<file path="src/rtl/wb_decode_mux_pkg.sv">
// rtl/wb_decode_mux_pkg.sv - state encoding and elaboration helpers for the Wishbone decode mux
package wb_decode_mux_pkg;

   typedef enum logic [1:0] {
      ST_IDLE = 2'd0,
      ST_WAIT = 2'd1,
      ST_RESP = 2'd2
   } state_t;

   function automatic int clog2(input int value);
      int result;
      result = 0;
      while ((1 << result) < value) result++;
      return result;
   endfunction

endpackage

</file>
<file path="src/rtl/wb_mux_timeout.sv">
// rtl/wb_mux_timeout.sv - saturating wait counter that flags an unanswered external-ack access
module wb_mux_timeout
   import wb_decode_mux_pkg::*;
#(
   parameter int TIMEOUT = 255
) (
   input  logic i_clk,
   input  logic i_rst,
   input  logic clr_i,
   input  logic en_i,
   output logic expired_o
);

   localparam int CW = (TIMEOUT == 0) ? 1 : clog2(TIMEOUT + 1);

   logic [CW-1:0] count_q;
   logic [CW-1:0] count_d;

   // Holds at all-ones so a disabled timeout never wraps back to a match.
   always_comb begin
      count_d = count_q;
      if (clr_i) begin
         count_d = '0;
      end else if (en_i && (count_q != {CW{1'b1}})) begin
         count_d = count_q + 1'b1;
      end
   end

   always_ff @(posedge i_clk) begin
      if (i_rst) begin
         count_q <= '0;
      end else begin
         count_q <= count_d;
      end
   end

   generate
      if (TIMEOUT == 0) begin : g_off
         assign expired_o = 1'b0;
      end else begin : g_on
         assign expired_o = (count_q == CW'(TIMEOUT - 1));
      end
   endgenerate

endmodule

</file>
<file path="src/rtl/wb_decode_mux.sv">
// rtl/wb_decode_mux.sv - address-decoding Wishbone mux with internal/external ack and timeout
module wb_decode_mux
   import wb_decode_mux_pkg::*;
#(
   parameter int            NS      = 4,
   parameter int            SW      = 2,
   parameter logic [NS-1:0] ACK_INT = 4'b0110,
   parameter int            TIMEOUT = 255
) (
   input  logic             i_clk,
   input  logic             i_rst,
   input  logic [31:0]      i_wb_cpu_adr,
   input  logic [31:0]      i_wb_cpu_dat,
   input  logic [3:0]       i_wb_cpu_sel,
   input  logic             i_wb_cpu_we,
   input  logic             i_wb_cpu_cyc,
   output logic [31:0]      o_wb_cpu_rdt,
   output logic             o_wb_cpu_ack,
   output logic             o_wb_cpu_err,
   output logic [31:0]      o_wb_s_adr,
   output logic [31:0]      o_wb_s_dat,
   output logic [3:0]       o_wb_s_sel,
   output logic             o_wb_s_we,
   output logic [NS-1:0]    o_wb_s_cyc,
   input  logic [NS*32-1:0] i_wb_s_rdt,
   input  logic [NS-1:0]    i_wb_s_ack
);

   state_t        state_q;
   logic [SW-1:0] idx_q;
   logic [31:0]   rdt_q;
   logic          ack_q;
   logic          err_q;

   logic [SW-1:0] cur_idx;
   logic          sel_hit;
   logic          sel_int;
   logic          sel_ack;
   logic [31:0]   sel_rdt;
   logic          expired;

   // The latched index keeps steering ack/rdt even if the CPU address moves mid-wait.
   assign cur_idx = (state_q == ST_WAIT) ? idx_q : i_wb_cpu_adr[31 -: SW];

   always_comb begin
      sel_hit = 1'b0;
      sel_int = 1'b0;
      sel_ack = 1'b0;
      sel_rdt = '0;
      for (int k = 0; k < NS; k++) begin
         if (cur_idx == SW'(k)) begin
            sel_hit = 1'b1;
            sel_int = ACK_INT[k];
            sel_ack = i_wb_s_ack[k];
            sel_rdt = i_wb_s_rdt[32*k +: 32];
         end
      end
   end

   always_comb begin
      o_wb_s_cyc = '0;
      for (int k = 0; k < NS; k++) begin
         o_wb_s_cyc[k] = i_wb_cpu_cyc && (cur_idx == SW'(k)) && (state_q != ST_RESP) && !i_rst;
      end
   end

   assign o_wb_s_adr   = i_wb_cpu_adr;
   assign o_wb_s_dat   = i_wb_cpu_dat;
   assign o_wb_s_sel   = i_wb_cpu_sel;
   assign o_wb_s_we    = i_wb_cpu_we;
   assign o_wb_cpu_rdt = rdt_q;
   assign o_wb_cpu_ack = ack_q;
   assign o_wb_cpu_err = err_q;

   wb_mux_timeout #(
      .TIMEOUT(TIMEOUT)
   ) u_timeout (
      .i_clk    (i_clk),
      .i_rst    (i_rst),
      .clr_i    (state_q == ST_IDLE),
      .en_i     (state_q == ST_WAIT),
      .expired_o(expired)
   );

   always_ff @(posedge i_clk) begin
      if (i_rst) begin
         state_q <= ST_IDLE;
         idx_q   <= '0;
         rdt_q   <= '0;
         ack_q   <= 1'b0;
         err_q   <= 1'b0;
      end else begin
         ack_q <= 1'b0;
         case (state_q)
            ST_IDLE: begin
               if (i_wb_cpu_cyc) begin
                  idx_q <= cur_idx;
                  if (!sel_hit) begin
                     state_q <= ST_RESP;
                     ack_q   <= 1'b1;
                     err_q   <= 1'b1;
                     rdt_q   <= '0;
                  end else if (sel_int || sel_ack) begin
                     state_q <= ST_RESP;
                     ack_q   <= 1'b1;
                     err_q   <= 1'b0;
                     rdt_q   <= sel_rdt;
                  end else begin
                     state_q <= ST_WAIT;
                  end
               end
            end
            ST_WAIT: begin
               if (!i_wb_cpu_cyc) begin
                  state_q <= ST_IDLE;
               end else if (sel_ack) begin
                  state_q <= ST_RESP;
                  ack_q   <= 1'b1;
                  err_q   <= 1'b0;
                  rdt_q   <= sel_rdt;
               end else if (expired) begin
                  state_q <= ST_RESP;
                  ack_q   <= 1'b1;
                  err_q   <= 1'b1;
                  rdt_q   <= '0;
               end
            end
            ST_RESP: state_q <= ST_IDLE;
            default: state_q <= ST_IDLE;
         endcase
      end
   end

endmodule

</file>
<file path="config.mk">
export PLATFORM = sky130hd
export DESIGN_NAME = wb_decode_mux
export DESIGN_NICKNAME = d
export VERILOG_FILES = /design/src/rtl/wb_decode_mux_pkg.sv /design/src/rtl/wb_mux_timeout.sv /design/src/rtl/wb_decode_mux.sv
export SDC_FILE = /design/constraint.sdc
export NUM_CORES = 1
export LEC_CHECK = 0
export CORE_AREA = 2 2 119 121
export DETAILED_ROUTE_END_ITERATION = 8
export DIE_AREA = 0 0 121 123
export PLACE_DENSITY = 0.75
export SLEW_MARGIN = 20
export SYNTH_ARGS = -nofsm -noshare
export SYNTH_HDL_FRONTEND = slang
export SYNTH_HIERARCHICAL = 1
export SYNTH_SLANG_ARGS = --single-unit
</file>
<file path="constraint.sdc">
create_clock -name i_clk -period 6.5 [get_ports i_clk]
set_input_delay 1.3 -clock i_clk [delete_from_list [all_inputs] [get_ports i_clk]]
set_output_delay 1.3 -clock i_clk [all_outputs]
set_load 0.02 [all_outputs]
</file>
==> flow_metrics.tcl <==
set metrics [dict create \
    die_y_um 123 \
    cap_violations 0 \
    timing.fmax_mhz 201 \
    grtUsageTotal_pct 17.0 \
    grt_overflow 0 \
    gp_congestion 0.798 \
    muxShareOfSynthArea_pct 1.36 \
    hold_buffers 0 \
    period_minus_slack_ns 4.97 \
    vias 3876 \
    syn_area_um2 3680 \
    antenna_left 0 \
    cp-start-kind "input port" \
    nets 771 \
    num_rows 43 \
    dp.cells 733 \
    firstDrtPassIters 4 \
    cts_inserted_buffers 5 \
    via_per_inst 5.23 \
    yosysTopAreaCell "dfxtp_1" \
    critical_path.cell_chain "clkdlybuf4s50_1 > mux2i_1 > ha_1 > and2_1 > clkdlybuf4s50_1" \
    synthSimpleGateAreaFrac_pct 23.3 \
    synth_area_leaders "dfxtp_1 25%, buf_4 15%, nand3b_1 6.7%, a31oi_1 5.8%, nand4_1 5.6%" \
    port_buffers 176 \
    die_x_um 121 \
    synthAdderAreaFrac_pct 2.38 \
    vdd_drop_max_mv 0.109 \
    p_leak_nw 1.68 \
    outcome "finished clean" \
    avgSynthCellArea_um2 7.64 \
    wl_per_cell_um 18.0 \
    busiest_layer "met2" \
    setup.worst_path.class "in -> out" \
    clk_path_buf_depth 2 \
    synth-seq-cells 46 \
    synth_compound_area_share_pct 26.1 \
    io_pins 311 \
    clk_latency_ns 0.30 \
    synthXorXnorAreaFrac_pct 0 \
    diodes 0 \
    final-hold-violation-count 0 \
    grt_pass1_vias 3663 \
    route.detailed.drc 0 \
    drt_iter0_drc 168 \
    syn_to_final_growth_pct 39.3 \
    slowest_stage "ha_1" \
    crit_top_cell "clkdlybuf4s50_1" \
    synth_edf_count 0 \
    ctsResizeCount 0 \
    cts_setup_buffers 0 \
    post-dp-hpwl_um 9600 \
    setup_tns_ns 0 \
    synthDistinctLibCells 48 \
    hp-class "reg -> reg" \
    die_area_um2 14900 \
    cts_max_level 2 \
    synth_top_family_by_area "compound AO/OA/AOI/OAI gates" \
    use_met2_pct 30.0 \
    synth-main-ff-cell "dfxtp_1" \
    setup_viol 0 \
    layout-drive-gt1-share_pct 5.70 \
    synth_seq_area_share_pct 25.0 \
    synth_fp_nets 693 \
    antenna_found_initial 0 \
    tightest_slew_ns 0.993 \
    routed_wl_um 13300 \
    fin_crit_sh_pct 76.4 \
    slew_headroom_pct 33.5 \
    worstSetupEndpointType "primary output" \
    use_met1_pct 18.7 \
    drv_slew 0 \
    worstPathRequired_ns 5.20 \
    syn_inst 482 \
    clk_pin_slew_ns 0.06 \
    start_util_pct 27.1 \
    synthArstFlopShare_pct 0 \
    synth_warnings 6 \
    rsz0062_at_grt "no" \
    pwr_density_cell_nw_per_um2 192 \
    clock_sinks 46 \
    instances_no_fill 741 \
    critPathMaxStageDelay_ns 0.82 \
    tritoncts "done" \
    netlist.area_leader.share_pct 25.0 \
    fin_skew_ns 0.00943 \
    arrival_ns 3.67 \
    root_buffer "clkbuf_16" \
    grt_pass1_wl_um 19600 \
    coreArea_um2 13600 \
    grt_max_degree 45 \
    worstPathMaxFanout 18 \
    met3_usage_pct 4.01 \
]
-- placed cells by master, fill, tap and decap left out, types with 2 or more instances in the layout --
master           instances
a211oi_1                 2
a21oi_1                 36
a31oi_1                 34
and2_1                   4
and4_1                   2
buf_4                    6
clkbuf_16                5
clkdlybuf4s50_1        175
dfxtp_1                 46
ha_1                     6
inv_1                    9
mux2i_1                  5
nand2_1                 43
nand2b_1                 3
nand3_1                  4
nand3b_1                33
nand4_1                 33
nor2_1                   7
nor2b_1                  2
nor3_1                   4
nor4_1                   2
o21ai_0                 10
o21ai_1                 28
o22ai_1                 31
o31a_1                   2
or3_1                    2
-- cells in the mapped netlist, types with 5 or more instances --
library cell  count
buf_2             7
clkbuf_1         17
nand4_1          33
nor2_1            8
a21oi_1          36
mux2i_1           5
inv_1            10
o22ai_1          31
dfxtp_1          46
o21ai_1          28
nand3b_1         33
o21ai_0          10
buf_6             7
a31oi_1          34
buf_4            76
nand2_1          43
ha_1              7
-- area by class of cell --
type                       count  area, um^2
timing repair buffer         182        1800
inverter                      10        37.5
tap                          180         225
clock inverter                 3        48.8
sequential                    46         921
clock buffer                   5         125
fill                        1429        8480
multi-input combinational    315        1970
-- metrics by stage --
step	utilization (%)	power [mW]	cell area [um^2]	hold WS [ns]	setup WS [ns]
after global routing	37.7	1.04	5130	0.496	1.43
after global placement	36.4	0.681	4960	0.454	1.58
final	37.7	0.988	5130	0.465	1.53
after CTS	37.7	1.00	5130	0.468	1.53
after floorplan	-	0.576	3680	0.452	2.70
after detailed placement	36.4	0.685	4960	0.460	1.53
-- power by group --
part / internal, mW / switching, mW
clock network: 0.184 / 0.126
logic: 0.172 / 0.191
registers: 0.304 / 0.0110
total: 0.660 / 0.328
-- cells by family (layout without fill, tap and decap cells) --
family / Yosys count / after routing
multiplexers: 5 / 5
adder cells (fa/ha/maj): 7 / 7
flip-flops: 46 / 46
AO/OA/AOI/OAI: 155 / 155
AND/OR/NAND/NOR: 148 / 148
buffers and inverters: 121 / 200
-- registers in the layout (all words and copies together) (netlist names) --
signal	count
state_q	2
o_wb_cpu_rdt	32
o_wb_cpu_err	1
u_timeout/count_q	8
idx_q	2
o_wb_cpu_ack	1
-- path summary, 6_finish.rpt --
kind | from | end | slack, ns | depth (start not counted)
max | i_wb_cpu_adr[30] | o_wb_s_cyc[0] | 1.53 | 5
min | o_wb_cpu_rdt[4]$_SDFFE_PP0P_ | o_wb_cpu_rdt[4]$_SDFFE_PP0P_ | 0.46 | 2
max reg2reg | state_q[0]$_SDFFE_PP0P_ | o_wb_cpu_rdt[14]$_SDFFE_PP0P_ | 2.57 | 9
min reg2reg | o_wb_cpu_rdt[4]$_SDFFE_PP0P_ | o_wb_cpu_rdt[4]$_SDFFE_PP0P_ | 0.46 | 2
-- worst max-delay path: cells and delay by family --
| family | cells | cell delay (ns) |
|---|---|---|
| AND/OR/NAND/NOR | 1 | 0.23 |
| adder cells (fa/ha/maj) | 1 | 0.82 |
| buffers and inverters | 2 | 1.04 |
| multiplexers | 1 | 0.27 |
-- metal layers --
layer / up-vias / part of all wire [%]
met5: - / 0
met4: 0 / 3.6
met3: 46 / 9.3
met2: 189 / 48
met1: 1779 / 39
li1: 1862 / -
No activity file was read; power rests on OpenSTA's default activity.
